$ cat config.mk
export PLATFORM = sky130hd
export DESIGN_NAME = tt_clk_div_monitor_flat
export DESIGN_NICKNAME = d
export VERILOG_FILES = /design/src/rtl/tt_clk_mon_pkg.sv /design/src/rtl/tt_clk_div_monitor_if.sv /design/src/rtl/tt_sync_edge.sv /design/src/rtl/tt_clk_div_monitor.sv /design/src/flat_wrapper.sv
export SDC_FILE = /design/constraint.sdc
export NUM_CORES = 1
export LEC_CHECK = 0
export ABC_AREA = 1
export BUFFER_PORTS_ARGS = -buffer_cell sky130_fd_sc_hd__buf_2
export CAP_MARGIN = 10
export CORE_UTILIZATION = 50
export CTS_CLUSTER_SIZE = 8
export DETAILED_ROUTE_END_ITERATION = 16
export HOLD_SLACK_MARGIN = 0.02
export MAX_ROUTING_LAYER = met4
export PLACE_DENSITY = 0.7
export RECOVER_POWER = 50
export SLEW_MARGIN = 25
export SYNTH_ARGS = -nofsm -noshare
export SYNTH_HDL_FRONTEND = slang
export SYNTH_SLANG_ARGS = --single-unit
$ cat constraint.sdc
create_clock -name i_clk -period 2.48 [get_ports i_clk]
set_clock_uncertainty 0.1 [all_clocks]
set_input_delay 0.124 -clock i_clk [delete_from_list [all_inputs] [get_ports i_clk]]
set_output_delay 0.124 -clock i_clk [all_outputs]
set_load 0.02 [all_outputs]
$ cat src/rtl/tt_clk_mon_pkg.sv
// Shared types for the divided-clock monitors: FSM state encoding and its width.
package tt_clk_mon_pkg;

  localparam int STATE_W = 2;

  typedef enum logic [STATE_W-1:0] {
    IDLE    = 2'd0,
    MEASURE = 2'd1,
    LOCKED  = 2'd2,
    FAULT   = 2'd3
  } state_t;

endpackage

$ cat src/rtl/tt_clk_div_monitor_if.sv
// Signal bundle of tt_clk_div_monitor: clock under test, scan access, status and a state debug view.
interface tt_clk_div_monitor_if #(
  parameter int CNT_W = 8
);
  import tt_clk_mon_pkg::*;

  logic             i_clk_div;
  logic             i_scan_en;
  logic             i_scan_in;
  logic             o_locked;
  logic             o_fault;
  logic [CNT_W-1:0] o_period;
  logic [CNT_W-1:0] o_high;
  logic             o_scan_out;
  state_t           state;

  // No handshake: status is level-valid every cycle, the clock under test is free-running.
  modport master (
    output i_clk_div, i_scan_en, i_scan_in,
    input  o_locked, o_fault, o_period, o_high, o_scan_out, state
  );

  modport slave (
    input  i_clk_div, i_scan_en, i_scan_in,
    output o_locked, o_fault, o_period, o_high, o_scan_out, state
  );

endinterface

$ cat src/rtl/tt_sync_edge.sv
// Two-flop synchronizer followed by an edge register; level and rise leave aligned to each other.
module tt_sync_edge (
  input  logic clk,
  input  logic rst,
  input  logic hold,
  input  logic async_in,
  output logic level,
  output logic rise
);

  logic meta;
  logic sync;

  // level and rise are both registered from sync, so a rise is always seen with level=1
  always_ff @(posedge clk) begin
    if (rst) begin
      meta  <= 1'b0;
      sync  <= 1'b0;
      level <= 1'b0;
      rise  <= 1'b0;
    end else if (!hold) begin
      meta  <= async_in;
      sync  <= meta;
      level <= sync;
      rise  <= sync & ~level;
    end
  end

endmodule

$ cat src/rtl/tt_clk_div_monitor.sv
// Period/high-time monitor for a divided feedback clock with lock and stuck-clock detection.
// Optional duty-cycle qualification of good periods: define TT_DIV_MON_DUTY_CHECK_EN.
module tt_clk_div_monitor
  import tt_clk_mon_pkg::*;
#(
  parameter int CNT_W      = 8,
  parameter int EXP_PERIOD = 10,
  parameter int TOL        = 1,
  parameter int LOCK_CNT   = 4
`ifdef TT_DIV_MON_DUTY_CHECK_EN
  ,
  parameter int DUTY_TOL   = 1
`endif
) (
  input  logic                 i_clk,
  input  logic                 i_rst,
  tt_clk_div_monitor_if.slave  bus
);

  localparam int               GOOD_W  = (LOCK_CNT > 1) ? $clog2(LOCK_CNT) : 1;
  localparam logic [CNT_W-1:0] CNT_MAX = '1;
  localparam logic [CNT_W-1:0] TIMEOUT = CNT_W'(2 * EXP_PERIOD);

  state_t             state, state_nxt;
  logic [GOOD_W-1:0]  good_cnt, good_cnt_nxt;
  logic [CNT_W-1:0]   period_cnt, high_cnt;
  logic [CNT_W-1:0]   cap_period, cap_high;
  logic               locked_q, fault_q;
  logic               level, rise, hold;
  logic               period_ok, duty_ok, good, timeout, capture;
  int                 period_diff;

  assign hold = bus.i_scan_en;

  tt_sync_edge u_sync (
    .clk      (i_clk),
    .rst      (i_rst),
    .hold     (hold),
    .async_in (bus.i_clk_div),
    .level    (level),
    .rise     (rise)
  );

  always_comb begin
    period_diff = int'(period_cnt) - EXP_PERIOD;
    period_ok   = (period_diff <= TOL) && (period_diff >= -TOL);
  end

`ifdef TT_DIV_MON_DUTY_CHECK_EN
  int high_diff;
  always_comb begin
    high_diff = int'(high_cnt) - (EXP_PERIOD / 2);
    duty_ok   = (high_diff <= DUTY_TOL) && (high_diff >= -DUTY_TOL);
  end
`else
  assign duty_ok = 1'b1;
`endif

  assign good    = period_ok && duty_ok;
  assign timeout = (period_cnt >= TIMEOUT);

  // A rise always wins over a timeout landing on the same cycle.
  always_comb begin
    state_nxt    = state;
    good_cnt_nxt = good_cnt;
    capture      = 1'b0;
    case (state)
      IDLE: begin
        if (rise) begin
          state_nxt    = MEASURE;
          good_cnt_nxt = '0;
        end else if (timeout) begin
          state_nxt    = FAULT;
        end
      end
      MEASURE: begin
        if (rise) begin
          capture = 1'b1;
          if (!good) begin
            good_cnt_nxt = '0;
          end else if (good_cnt == GOOD_W'(LOCK_CNT - 1)) begin
            state_nxt    = LOCKED;
            good_cnt_nxt = '0;
          end else begin
            good_cnt_nxt = good_cnt + 1'b1;
          end
        end else if (timeout) begin
          state_nxt    = FAULT;
          good_cnt_nxt = '0;
        end
      end
      LOCKED: begin
        if (rise) begin
          capture = 1'b1;
          if (!good) begin
            state_nxt    = MEASURE;
            good_cnt_nxt = '0;
          end
        end else if (timeout) begin
          state_nxt    = FAULT;
        end
      end
      FAULT: begin
        if (rise) begin
          state_nxt    = MEASURE;
          good_cnt_nxt = '0;
        end
      end
      default: begin
        state_nxt    = IDLE;
        good_cnt_nxt = '0;
      end
    endcase
  end

  // While scanning, cap_period/cap_high become one shift chain and everything else holds.
  always_ff @(posedge i_clk) begin
    if (i_rst) begin
      state      <= IDLE;
      good_cnt   <= '0;
      period_cnt <= '0;
      high_cnt   <= '0;
      cap_period <= '0;
      cap_high   <= '0;
      locked_q   <= 1'b0;
      fault_q    <= 1'b0;
    end else if (hold) begin
      cap_period <= {cap_period[CNT_W-2:0], bus.i_scan_in};
      cap_high   <= {cap_high[CNT_W-2:0], cap_period[CNT_W-1]};
    end else begin
      state    <= state_nxt;
      good_cnt <= good_cnt_nxt;
      locked_q <= (state_nxt == LOCKED);
      fault_q  <= (state_nxt == FAULT);
      if (rise) begin
        period_cnt <= CNT_W'(1);
        high_cnt   <= CNT_W'(level);
      end else begin
        if (period_cnt != CNT_MAX) period_cnt <= period_cnt + 1'b1;
        if (level && (high_cnt != CNT_MAX)) high_cnt <= high_cnt + 1'b1;
      end
      if (capture) begin
        cap_period <= period_cnt;
        cap_high   <= high_cnt;
      end
    end
  end

  assign bus.o_locked   = locked_q;
  assign bus.o_fault    = fault_q;
  assign bus.o_period   = cap_period;
  assign bus.o_high     = cap_high;
  assign bus.o_scan_out = cap_high[CNT_W-1];
  assign bus.state      = state;

endmodule
$ cat src/flat_wrapper.sv
// flat-port wrapper written by rule: the top's interface ports become plain ports
module tt_clk_div_monitor_flat import tt_clk_mon_pkg::*;
#(
  parameter int CNT_W      = 8,
  parameter int EXP_PERIOD = 10,
  parameter int TOL        = 1,
  parameter int LOCK_CNT   = 4

)
  (i_clk, i_rst, bus_i_clk_div, bus_i_scan_en, bus_i_scan_in, bus_o_locked, bus_o_fault, bus_o_period, bus_o_high, bus_o_scan_out, bus_state);
  tt_clk_div_monitor_if #(.CNT_W(CNT_W)) bus_i ();
  input  logic i_clk;
  input  logic i_rst;
  input wire logic [$bits(bus_i.i_clk_div)-1:0] bus_i_clk_div;
  input wire logic [$bits(bus_i.i_scan_en)-1:0] bus_i_scan_en;
  input wire logic [$bits(bus_i.i_scan_in)-1:0] bus_i_scan_in;
  output wire logic [$bits(bus_i.o_locked)-1:0] bus_o_locked;
  output wire logic [$bits(bus_i.o_fault)-1:0] bus_o_fault;
  output wire logic [$bits(bus_i.o_period)-1:0] bus_o_period;
  output wire logic [$bits(bus_i.o_high)-1:0] bus_o_high;
  output wire logic [$bits(bus_i.o_scan_out)-1:0] bus_o_scan_out;
  output wire logic [$bits(bus_i.state)-1:0] bus_state;
  assign bus_i.i_clk_div = bus_i_clk_div;
  assign bus_i.i_scan_en = bus_i_scan_en;
  assign bus_i.i_scan_in = bus_i_scan_in;
  assign bus_o_locked = bus_i.o_locked;
  assign bus_o_fault = bus_i.o_fault;
  assign bus_o_period = bus_i.o_period;
  assign bus_o_high = bus_i.o_high;
  assign bus_o_scan_out = bus_i.o_scan_out;
  assign bus_state = bus_i.state;
  tt_clk_div_monitor #(.CNT_W(CNT_W), .EXP_PERIOD(EXP_PERIOD), .TOL(TOL), .LOCK_CNT(LOCK_CNT)) u_core (.i_clk(i_clk), .i_rst(i_rst), .bus(bus_i));
endmodule
==> results.yml, run 1 <==
timing:
  min_period_ns: 2.19
  rsz0062_at_grt: "no"
  tns_ns: 0
  setup_viol: 0
  slew-limit-headroom: 0.524
  tightest_slew_ns: 0.714
  fin_crit_sh: 0.884
  fmax_mhz: 456
  hold_slack_ns: 0.0291
  hold_viol_final: 0
  slew_viol_final: 0
place:
  port_buffers: 25
  place_congestion: 0.823
  dpl.cell_count: 375
  dp_hpwl_mm: 3.41
floorplan:
  die_y_um: 68.3
  rows: 23
  dieArea_um2: 4660
  fp.dieW_um: 68.3
  initial_utilization: 0.534
  coreArea_um2: 4120
  io_pins: 26
power:
  leakage_nw: 0.960
  power.density_nw_per_um2: 590
  ir_drop_mv: 0.322
  finalPower_mw: 1.42
routing:
  drt_iter0_markers: 149
  ant_nets: 0
  first_pass_iters: 4
  wl_per_cell_um: 12.6
  drc: 0
  vias_per_cell: 5.29
  drt_wl_total_mm: 4.85
  vias: 2030
yosys:
  syn-mean-instance-area_um2: 7.08
  yosys.area.top_type: "dfxtp_1"
  ys_types: 30
  netlist_instances: 310
  synth.top_cells.by_area: "dfxtp_1 38%, nand2_1 14%, o21ai_0 7.3%"
  ys_ff_latch: 42
  netlist_area_um2: 2200
  synth_top_area_share: 0.383
  syn_nets: 327
  yosys_warnings: 0
  synth_seq_area_share: 0.383
clocking:
  tritoncts: "done"
  cts.sinks: 42
  insertion_delay_ns: 0.30
  clk_pin_slew_ns: 0.08
  clockRootBuffer: "clkbuf_8"
  cts_setup_buffers: 0
  cts_max_level: 2
  cts_inserted_buffers: 5
  cts_buffer_depth: 2
grt:
  grt_usage: 0.234
  grt_util_met3: 0.0483
  use_met2: 0.322
  grt.busiest_layer: "met1"
  grt_overflow: 0
  grt_pass1_vias: 1663
  grt_antenna_before_repair: 0
  grt_pass1_wl_mm: 7.83
  use_met1: 0.331
  grt_max_degree: 33
worst_hold_path:
  holdPathStages: 3
  hold_class: "in2reg"
  hold_path.startpoint: "bus_i_scan_in"
setup_path:
  cp_max_fo: 7
  reg2reg_slack_ns: 0.29
  setup.worst_path.start_class: "flop"
  arrival_ns: 2.32
  crit_start: "u_core.period_cnt[1]$_SDFFE_PP0P_"
  r2r_end: "u_core.bus.o_locked$_SDFFE_PP0N_"
  crit_type: "reg2reg"
  r2r_cells: 16
  endpoint_kind: "flop"
  r2r-start: "u_core.period_cnt[1]$_SDFFE_PP0P_"
  endpoint: "u_core.bus.o_locked$_SDFFE_PP0N_"
  cp.required_ns: 2.60
final_layout:
  drive_gt1_frac: 0.0898
  antenna_cells: 0
  area_delta_synth_final_pct: 9.97
  fill_cells: 424
  nets: 350
  instances_no_fill: 384
job:
  maxCapViolations: 0
run_status:
  status: "finished, final reports clean"
==> how the worst min path moves through the flow <==
stage                                          endpoint  slack [ns]
floorplan               u_core.u_sync.meta$_SDFFE_PP0N_        0.18
global placement        u_core.u_sync.meta$_SDFFE_PP0N_        0.26
detailed placement      u_core.u_sync.meta$_SDFFE_PP0N_        0.27
CTS                 u_core.bus.o_period[0]$_SDFFE_PP0P_        0.02
global route        u_core.bus.o_period[0]$_SDFFE_PP0P_        0.04
finish              u_core.bus.o_period[0]$_SDFFE_PP0P_        0.03
==> where the power goes <==
group          switching (mW)  internal (mW)
Sequential             0.0302          0.707
Combinational           0.162         0.0813
Clock                   0.245          0.198
==> final cells by class <==
type                       count  area, µm²  area share
clock buffer                   5       68.8      0.0285
multi-input combinational    227       1190       0.491
clock inverter                 3       21.3     0.00881
tap                           50       62.6      0.0259
inverter                      28        105      0.0435
sequential                    42        841       0.348
timing repair buffer          29        130      0.0539
==> sequential cells by signal (all words and copies together), names as in the netlist <==
signal,count
u_core.period_cnt,8
u_core.u_sync.meta,1
u_core.high_cnt,8
u_core.u_sync.rise,1
u_core.bus.o_fault,1
u_core.bus.o_locked,1
u_core.u_sync.sync,1
u_core.bus.o_high,8
u_core.bus.state,2
u_core.good_cnt,2
u_core.u_sync.level,1
u_core.bus.o_period,8
==> metrics by stage <==
stage / area [µm²] / worst slack (ns) / util
detailed placement: 2340 / 0.325 / 0.569
finish: 2410 / 0.287 / 0.587
global route: 2410 / 0.0755 / 0.587
global placement: 2340 / 0.430 / 0.569
CTS: 2440 / 0.301 / 0.593
floorplan: 2200 / 0.566 / -
==> cells by family (layout without fill, tap and decap cells) <==
family	Yosys count	after routing	share of synthesized area
compound gates	83	83	0.213
fa+ha+maj	12	12	0.0684
flops	42	42	0.383
buf+inv	41	65	0.0769
simple gates	132	132	0.259
==> critical path: stages, from the launching register on <==
cell and delay (ns):
dfxtp_1 0.47, inv_1 0.14, ha_1 0.33, inv_1 0.08, nand2_1 0.07, nand2_1 0.04
nand2_1 0.06, nand2_1 0.08, nor2_4 0.16, nand3_1 0.09, nand2_1 0.06, nand3_1 0.07
nand2_1 0.08, nand2_2 0.06, nand2_2 0.06, nand2_1 0.06, a21oi_2 0.11
==> cell usage in the layout, fill, tap and decap left out, drive strengths merged, types with 2 or more instances in the layout <==
cell type  count
a21oi         27
nor3           4
inv           28
nand4          3
ha            12
a31oi         16
clkinv         2
nand2         85
dfxtp         42
nand3         13
o21ai         36
clkbuf        27
nor2          25
buf            6
==> Yosys cell counts (all sizes together) <==
cell	n
nor3	4
nor2	25
nand2	85
a21oi	27
a31oi	16
inv	28
buf	7
nand3	13
o32ai	1
o21ba	1
nand4	3
or2	1
o21ai	36
dfxtp	42
nand3b	1
a211oi	1
clkbuf	6
o21bai	1
ha	12
==> layer usage <==
layer	up-vias	wire (µm)
met1	897	2630
li1	1079	-
met4	0	72
met3	9	227
met5	-	0
met2	45	1920
==> timing repair <==
item,4_1_cts,5_1_grt
hold buffers,1,0
gates resized for setup,0,0
endpoints found under the hold margin,1,0
No activity file was read; power rests on OpenSTA's default activity.
==> inputs of run 2 (changes only) <==
- CORE_MARGIN: not set -> 4
- CORE_UTILIZATION: 50 -> 40
- PLACE_DENSITY: 0.7 -> not set
- clock period: 2.48 -> 2.1 ns (I/O delays scaled with it)
==> run 2 against run 1 <==
Wire length increased by 13%. Via count rose by 4.4%. Combinational power up 30%. Utilization decreased by 9.9 points. Total power up 21%. Setup slack worse by 0.12 ns. Critical path depth is 2 lower. Fmax is 14% higher. Sequential power increased by 17%. Global-route usage decreased by 5.8 points. Non-clock buffer count rose by 12. Sequential share of layout area decreased by 1.7 points. Largest cell class unchanged.
==> results.yml, run 2 (synthesis results as in run 1) <==
run_status:
  status: "finished, final reports clean"
routing:
  drt_wl_total_mm: 5.47
  vias_per_cell: 5.09
  wl_per_cell_um: 13.1
  vias: 2119
  first_pass_iters: 4
  ant_nets: 0
  drt_iter0_markers: 122
  drc: 0
job:
  maxCapViolations: 0
floorplan:
  die_y_um: 82.1
  rows: 26
  fp.dieW_um: 82.1
  initial_utilization: 0.422
  io_pins: 26
  coreArea_um2: 5200
  dieArea_um2: 6740
clocking:
  cts_buffer_depth: 2
  cts_max_level: 2
  cts.sinks: 42
  clockRootBuffer: "clkbuf_8"
  cts_inserted_buffers: 5
  tritoncts: "done"
  insertion_delay_ns: 0.30
  clk_pin_slew_ns: 0.09
setup_path:
  reg2reg_slack_ns: 0.17
  cp.required_ns: 2.23
  setup.worst_path.start_class: "flop"
  r2r-start: "u_core.period_cnt[1]$_SDFFE_PP0P_"
  crit_type: "reg2reg"
  crit_start: "u_core.period_cnt[1]$_SDFFE_PP0P_"
  cp_max_fo: 5
  endpoint_kind: "flop"
  arrival_ns: 2.07
power:
  leakage_nw: 1.01
  switching_share: 0.316
  intPower_mw: 1.18
  p_seq_frac: 0.502
  ir_drop_mv: 0.337
  power.density_nw_per_um2: 679
  comb_power_share: 0.184
  pwr-share-clk: 0.314
  power_switching_mw: 0.545
place:
  dp_hpwl_mm: 3.87
  place_ws_ns: 0.183
  port_buffers: 25
  dpl.cell_count: 404
  place_congestion: 0.872
timing:
  slew_viol_final: 0
  tightest_slew_ns: 0.668
  min_period_ns: 1.93
  fin_crit_sh: 0.919
  slew-limit-headroom: 0.554
  fmax_mhz: 518
  tns_ns: 0
  rsz0062_at_grt: "no"
  hold_slack_ns: 0.145
  setup_viol: 0
  layout_setup_ws_ns: 0.169
  hold_viol_final: 0
grt:
  use_met2: 0.264
  grt_pass1_vias: 1857
  grt_antenna_before_repair: 0
  grt_pass1_wl_mm: 8.98
  use_met1: 0.242
  grt_util_met3: 0.0315
  grt_usage: 0.176
  grt.busiest_layer: "met2"
  grt_overflow: 0
  grt_max_degree: 33
final_layout:
  fill_cells: 551
  area_delta_synth_final_pct: 15.7
  drive_gt1_frac: 0.118
  antenna_cells: 0
  instances_no_fill: 416
  most-common-layout-cells: "79 x nand2_1, 42 x dfxtp_1, 33 x o21ai_0"
  nets: 362
  final_common_cell: "nand2_1"
worst_hold_path:
  hold_class: "in2reg"
  hold_path.startpoint: "bus_i_scan_en"
## run 2: final cells by class
cell class,count,area (µm²),area share
clock buffers,5,68.8,0.0271
clock inverters,3,21.3,0.00837
inverters,28,105,0.0414
multi-input cells,227,1200,0.472
flip-flops and latches,42,841,0.331
well taps,70,87.6,0.0345
repair buffers,41,218,0.0857
## run 2: power by group through the flow
| stage | clock, mW | sequential, mW | combinational, mW |
|---|---|---|---|
| after floorplan | 0 | 0.912 | 0.197 |
| after global placement | 0 | 0.882 | 0.313 |
| after detailed placement | 0 | 0.882 | 0.315 |
| after CTS | 0.552 | 0.864 | 0.321 |
| after global routing | 0.586 | 0.871 | 0.358 |
| final | 0.541 | 0.865 | 0.318 |
## run 2: path summary, 6_finish.rpt
kind / end / cells past startpoint
hold / removal: u_core.bus.o_period[1]$_SDFFE_PP0P_ / 4
setup reg to reg: u_core.bus.o_locked$_SDFFE_PP0N_ / 14
hold reg to reg: u_core.bus.o_locked$_SDFFE_PP0N_ / 2
setup / recovery: u_core.bus.o_locked$_SDFFE_PP0N_ / 14
## run 2: timing repair
item | 4_1_cts | 5_1_grt
setup buffers | 0 | 1
resized for setup | 0 | 2
hold endpoints to repair | 4 | 0
setup endpoints to repair | 0 | 2
hold buffers | 3 | 0
## run 2: routing by layer
layer  routed length, µm  vias to the layer above  share of wire
li1                    -                     1098              -
met3                 244                       11          0.045
met5                   0                        -              0
met1                2830                      969           0.52
met2                2320                       41           0.42
met4                  69                        0          0.013
## run 2: critical path: stages (launching register included)
cell and delay [ns]:
dfxtp_1 0.35, inv_2 0.07, ha_4 0.27, inv_1 0.06
nand2_1 0.07, nand2_1 0.04, nand2_1 0.06, nand2_1 0.07
nor2_4 0.18, nand3_2 0.09, nand3_1 0.09, nand2_2 0.07
a21oi_4 0.15, nand2_1 0.08, a21oi_2 0.10
## run 2: per-stage QoR
stage          power [mW]  utilization  cell area [µm²]
3_3_place_gp         1.19        0.468             2430
5_1_grt              1.81        0.488             2540
2_1_floorplan        1.11            -             2200
6_report             1.72        0.488             2540
4_1_cts              1.74        0.491             2550
3_5_place_dp         1.20        0.468             2430
